**config.mk**
```make
export PLATFORM = sky130hd
export DESIGN_NAME = hazard_stall_unit
export DESIGN_NICKNAME = d
export VERILOG_FILES = /design/src/rtl/hazard_stall_unit_pkg.sv /design/src/rtl/hazard_stall_unit_sat_counter.sv /design/src/rtl/hazard_stall_unit.sv
export SDC_FILE = /design/constraint.sdc
export NUM_CORES = 1
export LEC_CHECK = 0
export BUFFER_PORTS_ARGS = -buffer_cell sky130_fd_sc_hd__buf_2
export CAP_MARGIN = 10
export CORE_MARGIN = 2
export CORE_UTILIZATION = 53
export DETAILED_ROUTE_END_ITERATION = 7
export PLACE_DENSITY = 0.8
export SYNTH_ARGS = -nofsm -noshare
export SYNTH_HDL_FRONTEND = slang
export SYNTH_SLANG_ARGS = --single-unit
```
**constraint.sdc**
```tcl
create_clock -name clk -period 3.1 [get_ports clk]
set_input_delay 0.31 -clock clk [delete_from_list [all_inputs] [get_ports clk]]
set_output_delay 0.31 -clock clk [all_outputs]
set_load 0.05 [all_outputs]
```
**src/rtl/hazard_stall_unit_pkg.sv**
```systemverilog
// Shared definitions for the hazard/stall unit: FSM encoding, the x0 constant,
// the pipeline-control bundle and its canned run/stall/hold values.
package hazard_stall_unit_pkg;

    typedef enum logic {
        RUN   = 1'b0,
        STALL = 1'b1
    } state_t;

    localparam logic [4:0] REG_ZERO = 5'd0;

    // Bundle order is fixed; the top unpacks it field by field onto its ports.
    typedef struct packed {
        logic pc_write;
        logic if_id_write;
        logic if_id_flush;
        logic id_ex_bubble;
        logic ex_mem_write;
        logic mem_wb_write;
    } pipe_ctl_t;

    localparam pipe_ctl_t CTL_HOLD  = '{1'b0, 1'b0, 1'b0, 1'b0, 1'b0, 1'b0};
    localparam pipe_ctl_t CTL_STALL = '{1'b0, 1'b0, 1'b0, 1'b1, 1'b1, 1'b1};
    localparam pipe_ctl_t CTL_RUN   = '{1'b1, 1'b1, 1'b0, 1'b0, 1'b1, 1'b1};

    function automatic logic reg_match(input logic       use_rs,
                                       input logic [4:0] rs,
                                       input logic [4:0] rd);
        return use_rs && (rs != REG_ZERO) && (rs == rd);
    endfunction

endpackage

```
**src/rtl/hazard_stall_unit_sat_counter.sv**
```systemverilog
// Saturating up-counter: sticks at all-ones instead of wrapping.
module sat_counter #(
    parameter int CNT_W = 32
) (
    input  logic             inc,
    input  logic             clk,
    input  logic             rst,
    output logic [CNT_W-1:0] value
);

    localparam logic [CNT_W-1:0] ONE = {{(CNT_W-1){1'b0}}, 1'b1};

    always_ff @(posedge clk or posedge rst) begin
        if (rst) begin
            value <= '0;
        end else if (inc && (value != {CNT_W{1'b1}})) begin
            value <= value + ONE;
        end
    end

endmodule

```
**src/rtl/hazard_stall_unit.sv**
```systemverilog
// Load-use / branch-on-load stall generation and cache-miss freeze for the
// 5-stage core, with saturating stall, freeze and flush counters.
module hazard_stall_unit
    import hazard_stall_unit_pkg::*;
#(
    parameter int CNT_W = 32
) (
    input  logic             clk,
    input  logic             rst,
    input  logic [4:0]       IF_ID_rs1,
    input  logic [4:0]       IF_ID_rs2,
    input  logic             use_rs1,
    input  logic             use_rs2,
    input  logic             branch,
    input  logic             jalr,
    input  logic             redirect,
    input  logic             ID_EX_memread,
    input  logic [4:0]       ID_EX_rd,
    input  logic             EX_MEM_memread,
    input  logic [4:0]       EX_MEM_rd,
    input  logic             ICACHE_stall,
    input  logic             DCACHE_stall,
    output logic             PC_write,
    output logic             IF_ID_write,
    output logic             IF_ID_flush,
    output logic             ID_EX_bubble,
    output logic             EX_MEM_write,
    output logic             MEM_WB_write,
    output logic             hazard_busy,
    output logic [CNT_W-1:0] stall_cycles,
    output logic [CNT_W-1:0] freeze_cycles,
    output logic [CNT_W-1:0] flush_count
);

    state_t    state;
    logic      cnt;
    logic      freeze;
    logic      dep_ex;
    logic      dep_mem;
    logic      is_ctrl;
    logic      haz_lu;
    logic      haz_bl1;
    logic      haz_bl2;
    logic      haz_any;
    pipe_ctl_t ctl;

    assign freeze  = ICACHE_stall | DCACHE_stall;
    assign is_ctrl = branch | jalr;
    assign dep_ex  = reg_match(use_rs1, IF_ID_rs1, ID_EX_rd)
                   | reg_match(use_rs2, IF_ID_rs2, ID_EX_rd);
    assign dep_mem = reg_match(use_rs1, IF_ID_rs1, EX_MEM_rd)
                   | reg_match(use_rs2, IF_ID_rs2, EX_MEM_rd);

    assign haz_lu  = ID_EX_memread & dep_ex;
    assign haz_bl2 = is_ctrl & haz_lu;
    assign haz_bl1 = is_ctrl & EX_MEM_memread & dep_mem;
    assign haz_any = (state == RUN) & (haz_lu | haz_bl1);

    always_comb begin
        ctl = CTL_HOLD;
        if (rst || freeze) begin
            ctl = CTL_HOLD;
        end else if ((state == STALL) || haz_any) begin
            ctl = CTL_STALL;
        end else begin
            ctl             = CTL_RUN;
            ctl.if_id_flush = redirect;
        end
    end

    // BL2 needs one extra stall after the detection cycle; cnt tracks it.
    always_ff @(posedge clk or posedge rst) begin
        if (rst) begin
            state <= RUN;
            cnt   <= 1'b0;
        end else if (!freeze) begin
            case (state)
                RUN: begin
                    if (haz_bl2) begin
                        state <= STALL;
                        cnt   <= 1'b1;
                    end
                end
                STALL: begin
                    cnt <= 1'b0;
                    if (cnt == 1'b1) begin
                        state <= RUN;
                    end
                end
                default: begin
                    state <= RUN;
                    cnt   <= 1'b0;
                end
            endcase
        end
    end

    assign PC_write     = ctl.pc_write;
    assign IF_ID_write  = ctl.if_id_write;
    assign IF_ID_flush  = ctl.if_id_flush;
    assign ID_EX_bubble = ctl.id_ex_bubble;
    assign EX_MEM_write = ctl.ex_mem_write;
    assign MEM_WB_write = ctl.mem_wb_write;
    assign hazard_busy  = (state == STALL);

    sat_counter #(.CNT_W(CNT_W)) u_stall_cnt (
        .inc   (ctl.id_ex_bubble),
        .clk   (clk),
        .rst   (rst),
        .value (stall_cycles)
    );

    sat_counter #(.CNT_W(CNT_W)) u_freeze_cnt (
        .inc   (freeze & ~rst),
        .clk   (clk),
        .rst   (rst),
        .value (freeze_cycles)
    );

    sat_counter #(.CNT_W(CNT_W)) u_flush_cnt (
        .inc   (ctl.if_id_flush),
        .clk   (clk),
        .rst   (rst),
        .value (flush_count)
    );

endmodule

```
# Yosys cells after proc, flatten, opt, wreduce, memory -nomap -nowiden
# Cells that the tools add are included.
[totals]
regBits = 98
out_inout_bits = 103
[classes]
add_sub_neg = 3
n_eq_ne = 8
muxes = 7
n_bitwise = 14
n_reduce_logical = 14
[ops]
columns = ["operator", "count"]
rows = [
  ["$add A32 B1 Y32 const B", 3],
  ["$ne A32 B32 Y1 const B", 3],
  ["$eq A5 B5 Y1", 4],
  ["$mux W6", 2],
  ["$reduce_bool A5 Y1", 2],
  ["$logic_and A1 B1 Y1", 9],
  ["$and A1 B1 Y1", 6],
  ["$or A1 B1 Y1", 5],
  ["$pmux W1 S2", 2],
  ["$mux W1", 3],
  ["$not A1 Y1", 3],
  ["$logic_or A1 B1 Y1", 2],
  ["$ne A2 B2 Y1 const B", 1],
  ["$reduce_and A2 Y1", 1],
]

# Logic depth before layout (Yosys ltp)
[depth]
depth_word = 11
ltp_mapped = 10
depth_no_buf = 7

# Cells and area by module
# From an unflattened synthesis, not the netlist that was laid out.
[hier_totals]
cells_unflattened = 472
hier_area_um2 = 5106.1
[by_module_without_submodules]
columns = ["mod", "n_inst", "cells_each", "area_each_um2", "seq_area_each_um2"]
rows = [
  ["sat_counter", 3, 139, 1561.5, 800.8],
  ["hazard_stall_unit", 1, 55, 421.7, 50.0],
]

# Least setup slack after synthesis
# No wires, ideal clock.
[synth_timing]
path_type = "input-to-output"
start = "input IF_ID_rs1[1]"
end = "output PC_write"
arrival_time_ns = 2.989
setup_slack_ns = -0.199
cell_stages = 8
path_buffers = 3
path_cell_list = "or4_1 -> o211ai_2 -> o22a_2 -> or4b_4 -> buf_6 -> clkbuf_1 -> nor2_1 -> buf_4"
[synth_via]
elab_chain_cells = 10
[synth_lines]
columns = ["item", "line", "text"]
rows = [
  ["start: declaration", "hazard_stall_unit.sv:10", "input logic [4:0] IF_ID_rs1,"],
  ["$reduce_bool A5 Y1", "hazard_stall_unit_pkg.sv:29", "return use_rs && (rs != REG_ZERO) && (rs == rd);"],
  ["$logic_and A1 B1 Y1 (2 in a row)", "hazard_stall_unit_pkg.sv:29", ""],
  ["$or A1 B1 Y1, on equally long branches", "hazard_stall_unit.sv:50, hazard_stall_unit.sv:52", ""],
  ["$and A1 B1 Y1, on equally long branches", "hazard_stall_unit.sv:54, hazard_stall_unit.sv:56", ""],
  ["$or A1 B1 Y1 (*)", "hazard_stall_unit.sv:57", "assign haz_any = (state == RUN) & (haz_lu | haz_bl1);"],
  ["$and A1 B1 Y1 (*)", "hazard_stall_unit.sv:57", ""],
  ["$logic_or A1 B1 Y1 (*)", "hazard_stall_unit.sv:63", "end else if ((state == STALL) || haz_any) begin"],
  ["$mux W6 (*)", "hazard_stall_unit.sv:63", ""],
  ["$mux W6 (*)", "hazard_stall_unit.sv:61", "if (rst || freeze) begin"],
  ["end: declaration", "hazard_stall_unit.sv:23", "output logic PC_write,"],
]
# Every way passes the cells marked *; elsewhere a longest branch is shown, timed or not.

# Worst setup path in the final report
[layout_timing]
start = "input IF_ID_rs1[1]"
end = "output IF_ID_write"
[layout_via]
elab_chain_cells = 10
[layout_lines]
columns = ["item", "line", "text"]
rows = [
  ["$reduce_bool A5 Y1", "hazard_stall_unit_pkg.sv:29", ""],
  ["$logic_and A1 B1 Y1 (2 in a row)", "hazard_stall_unit_pkg.sv:29", ""],
  ["$or A1 B1 Y1, on equally long branches", "hazard_stall_unit.sv:50, hazard_stall_unit.sv:52", ""],
  ["$and A1 B1 Y1, on equally long branches", "hazard_stall_unit.sv:54, hazard_stall_unit.sv:56", ""],
  ["$or A1 B1 Y1 (*)", "hazard_stall_unit.sv:57", ""],
  ["$and A1 B1 Y1 (*)", "hazard_stall_unit.sv:57", ""],
  ["$logic_or A1 B1 Y1 (*)", "hazard_stall_unit.sv:63", ""],
  ["$mux W6 (*)", "hazard_stall_unit.sv:63", ""],
  ["$mux W6 (*)", "hazard_stall_unit.sv:61", ""],
  ["end: declaration", "hazard_stall_unit.sv:24", "output logic IF_ID_write,"],
]
# Marked as above.

==> summary.txt <==
STATUS
--------------------------------------------------------------------------------------
Status                                                                       completed

GLOBAL ROUTING
--------------------------------------------------------------------------------------
All-Layer GR Usage                                                               24.3%
Maximum number of pins on one net before global-route repair                        51
Number of antenna violations at the first check in global routing                    0
Number of global-route vias before repair                                         4459
First-pass GRT wire length                                                     20.7 mm
Sum of overflow across all layers after global routing                               0

STA
--------------------------------------------------------------------------------------
Timing-limited maximum frequency                                               354 MHz
Worst Tran Pin Value                                                            890 ps
Period Utilization, post-route                                                   91.1%
Number of hold violations in the final report                                        0
Skew final                                                                     12.3 ps
Normalized max-slew margin                                                       39.9%
Final critical delay including setup and external delays                       2820 ps
Setup-violating endpoint count in the final report                                   0
Unrepaired setup endpoints after global routing                                     no
Max-slew violation count                                                             0
Summed negative setup slack over all endpoints                                    0 ps

FINISH
--------------------------------------------------------------------------------------
Multi-input combinational cell area                                           2640 µm²
Footprint of the flip-flops and latches                                       2450 µm²
Antenna cell count                                                                   0
Filler Cells Inserted                                                              789
Share of post-route cells with drive strength above 1                            27.4%
Final design utilization                                                         64.7%
Number of nets in the final layout                                                 690
Synthesis-to-layout area growth                                                  20.1%

SETUP PATH
--------------------------------------------------------------------------------------
Cell family with most CP delay                                            simple AND/OR/NAND/NOR gates
Count of buffer and inverter cells on the critical path                              2
Cells along the critical path                                             buf_2 -> or4_1 -> o211ai_2 -> o22a_2 -> or4b_4 -> nor2_2 -> buf_2
Kind of start point of the critical path                                     input pin
Reg2Reg Launch Point                                                      u_freeze_cnt.value[3]
Element type at the critical path end                                       output pin
Worst stage delay on the critical path                                          630 ps
Worst Setup Path Type                                                           in2out
Largest fanout of any net on the critical path                                      25
R2R depth                                                                            6
Required time at the endpoint of the critical path                             2790 ps
CP arrival                                                                     2510 ps
Slowest cell on the critical path                                         sky130_fd_sc_hd__or4b_4
Critical Path Most Common Cell                                            sky130_fd_sc_hd__buf_2
Endpoint of the worst-slack reg-to-reg timing path                        u_freeze_cnt.value[29]
Internal reg-to-reg setup slack                                                 440 ps
Cell depth of the worst setup path                                                   7

POWER
--------------------------------------------------------------------------------------
Largest vdd supply drop                                                       0.609 mV
Power density over the cells                                                490 nW/µm²
Leakage power                                                                  3.16 nW

ROUTING
--------------------------------------------------------------------------------------
Final WL                                                                       12.7 mm
Detailed-route via count                                                          4514
Via count normalized by instance count                                            5.69
DRC violation count after routing                                                    0
Detailed Routing Iterations Pass 1                                                   4
Starting DRC count in detailed routing                                             198
Avg WL per Cell                                                                16.0 µm
Residual antenna-violating net count after detailed routing                          0

PLACEMENT
--------------------------------------------------------------------------------------
Input/output buffers                                                               133
Weighted congestion reported at the end of routability-driven placement          0.896
Detailed Place HPWL                                                            9.46 mm

CLOCKING
--------------------------------------------------------------------------------------
Buffer levels on the longest clock path                                              2
Post-CTS Repair Setup Buffers                                                        0
Clock insertion delay at the later pin of the skew report                       360 ps
PostCTS Resize Cnt                                                                   0
Clock slew at the register clock pins of the worst setup and hold paths         100 ps
Number of hold buffers added after CTS                                               0
Clock tree from TritonCTS                                                          yes
Clock sink count                                                                    98
Number of buffers created by CTS                                                     9
H-tree lvl count                                                                     3
Clock Root Buffer                                                         sky130_fd_sc_hd__clkbuf_8

LOGIC SYNTHESIS
--------------------------------------------------------------------------------------
Syn_area_per_cell                                                             10.0 µm²
Proportion of synthesized chip area in sequential cells                          47.0%
Number of different library cells in the post-synthesis netlist                     41
Synth Register Bits                                                                 98
Nets in the synthesized netlist                                                    555
Synthesized area                                                              5220 µm²
Post-synthesis cell count                                                          521
Total number of yosys warnings                                                       0

FLOORPLANNING
--------------------------------------------------------------------------------------
FP Rows                                                                             36
Placeable Area                                                                9680 µm²
Starting density of the core                                                     53.9%
Top-Level Pins                                                                     134
Die Ht                                                                          103 µm
Die outline width                                                               103 µm
Overall die area                                                             10700 µm²

MIN PATH
--------------------------------------------------------------------------------------
Worst Hold Class                                                              in2async

JOB
--------------------------------------------------------------------------------------
Max-cap violations                                                                   0

final cells by class:
class                           count  area share, %
Clock inverter                      5          0.958
Timing Repair Buffer              145           12.3
Multi-Input combinational cell    396           42.2
Tap cell                          133           2.66
Clock buffer                       11           2.42
Inverter                            6          0.399
Sequential cell                    98           39.1
sequential cells by signal, indices dropped and copies added, names as in the netlist:
| register | cells |
|---|---|
| u_flush_cnt.value | 32 |
| u_freeze_cnt.value | 32 |
| u_stall_cnt.value | 32 |
| cnt | 1 |
| hazard_busy | 1 |
worst register-to-register path, stage by stage, from the launching register on:
cell and delay, ps:
sky130_fd_sc_hd__dfrtp_1 450, sky130_fd_sc_hd__and4_1 300, sky130_fd_sc_hd__nand3_1 140, sky130_fd_sc_hd__nor3_1 490
sky130_fd_sc_hd__nor4b_1 790, sky130_fd_sc_hd__nand3_1 200, sky130_fd_sc_hd__xnor2_1 170
where the power goes:
part / internal [mW] / total (mW) / switching [mW]
Clock: 0.421 / 0.867 / 0.447
Combinational: 0.190 / 0.724 / 0.534
Sequential: 1.36 / 1.48 / 0.121
layout by cell type, fill, tap and decap left out, drive strengths merged, types with 6 or more instances in the layout:
cell    instances
nor3           31
and4            6
and3           23
nand3          47
xnor2          51
nand2          41
nor2           30
xor2           58
buf           145
nand4          33
clkbuf         11
inv             7
nor4           23
dfrtp          98
logic make-up after synthesis:
group           synth area share (%)
compound gates                  1.68
xor+xnor                        18.3
fa+ha+maj                      0.720
buf+inv                         2.37
flops                           47.0
mux                             1.27
simple gates                    28.6
routing by layer:
| layer | global-route usage, % | share of wire [%] | vias up |
|---|---|---|---|
| li1 | - | - | 2126 |
| met1 | 31.9 | 43 | 2212 |
| met2 | 40.2 | 50 | 154 |
| met3 | 4.77 | 5.5 | 22 |
| met4 | 8.70 | 1.7 | 0 |
| met5 | 0 | 0 | - |
synthesized netlist by cell type:
library cell                n  area, µm²
sky130_fd_sc_hd__nor4b_2    1       15.0
sky130_fd_sc_hd__nor4bb_1   2       20.0
sky130_fd_sc_hd__xor2_1    58        508
sky130_fd_sc_hd__inv_1      6       22.5
sky130_fd_sc_hd__mux2i_1    1       10.0
sky130_fd_sc_hd__o311ai_1   1       8.76
sky130_fd_sc_hd__or3_1      5       31.3
sky130_fd_sc_hd__nor3b_1    3       22.5
sky130_fd_sc_hd__or4_4      1       11.3
sky130_fd_sc_hd__or4b_1     1       10.0
sky130_fd_sc_hd__nor4b_1    3       26.3
sky130_fd_sc_hd__or4b_4     1       13.8
sky130_fd_sc_hd__or2_2      1       6.26
sky130_fd_sc_hd__a31oi_1    1       6.26
sky130_fd_sc_hd__nand2_1   41        154
sky130_fd_sc_hd__nand3_1   47        235
sky130_fd_sc_hd__buf_4      2       15.0
sky130_fd_sc_hd__ha_1       3       37.5
sky130_fd_sc_hd__o21a_1     1       7.51
sky130_fd_sc_hd__nor4_1    18        113
sky130_fd_sc_hd__xnor2_1   51        447
sky130_fd_sc_hd__o211ai_2   2       25.0
sky130_fd_sc_hd__nand4_1   33        206
sky130_fd_sc_hd__and4b_1    1       10.0
sky130_fd_sc_hd__dfrtp_1   98       2450
sky130_fd_sc_hd__and3_1    23        144
sky130_fd_sc_hd__nand4b_1   1       8.76
sky130_fd_sc_hd__or4b_2     1       10.0
sky130_fd_sc_hd__nor4_2     5       62.6
sky130_fd_sc_hd__mux2_2     5       56.3
sky130_fd_sc_hd__a21oi_1    2       10.0
sky130_fd_sc_hd__buf_6      2       22.5
sky130_fd_sc_hd__and4_1     6       52.6
sky130_fd_sc_hd__nor3_1    31        155
sky130_fd_sc_hd__o22a_2     1       10.0
sky130_fd_sc_hd__nand2b_1   2       12.5
sky130_fd_sc_hd__or4_1      4       30.0
sky130_fd_sc_hd__clkbuf_1  17       63.8
sky130_fd_sc_hd__o21ai_0    4       20.0
sky130_fd_sc_hd__nor2_1    30        113
sky130_fd_sc_hd__and2_1     5       31.3
how the worst max path moves through the flow:
stage	from	endpoint	slack (ps)
4_1_cts	IF_ID_rs2[1]	IF_ID_write	320
3_5_place_dp	IF_ID_rs2[1]	u_flush_cnt.value[13]	250
5_1_grt	IF_ID_rs2[1]	PC_write	200
3_3_place_gp	IF_ID_rs1[1]	u_flush_cnt.value[9]	320
2_1_floorplan	IF_ID_rs1[1]	PC_write	60
6_report	IF_ID_rs1[1]	IF_ID_write	280
metrics by stage:
stage	instances	hold WS [ps]	cell area, µm²	power, mW	setup WS, ps
floorplan	521	436	5220	2.03	58.9
global placement	778	443	6050	2.21	325
detailed placement	778	461	6050	2.23	250
CTS	794	68.9	6270	3.10	317
global route	794	105	6270	3.21	202
finish	794	58.8	6270	3.07	277
Power figures use the tool's default switching activity.
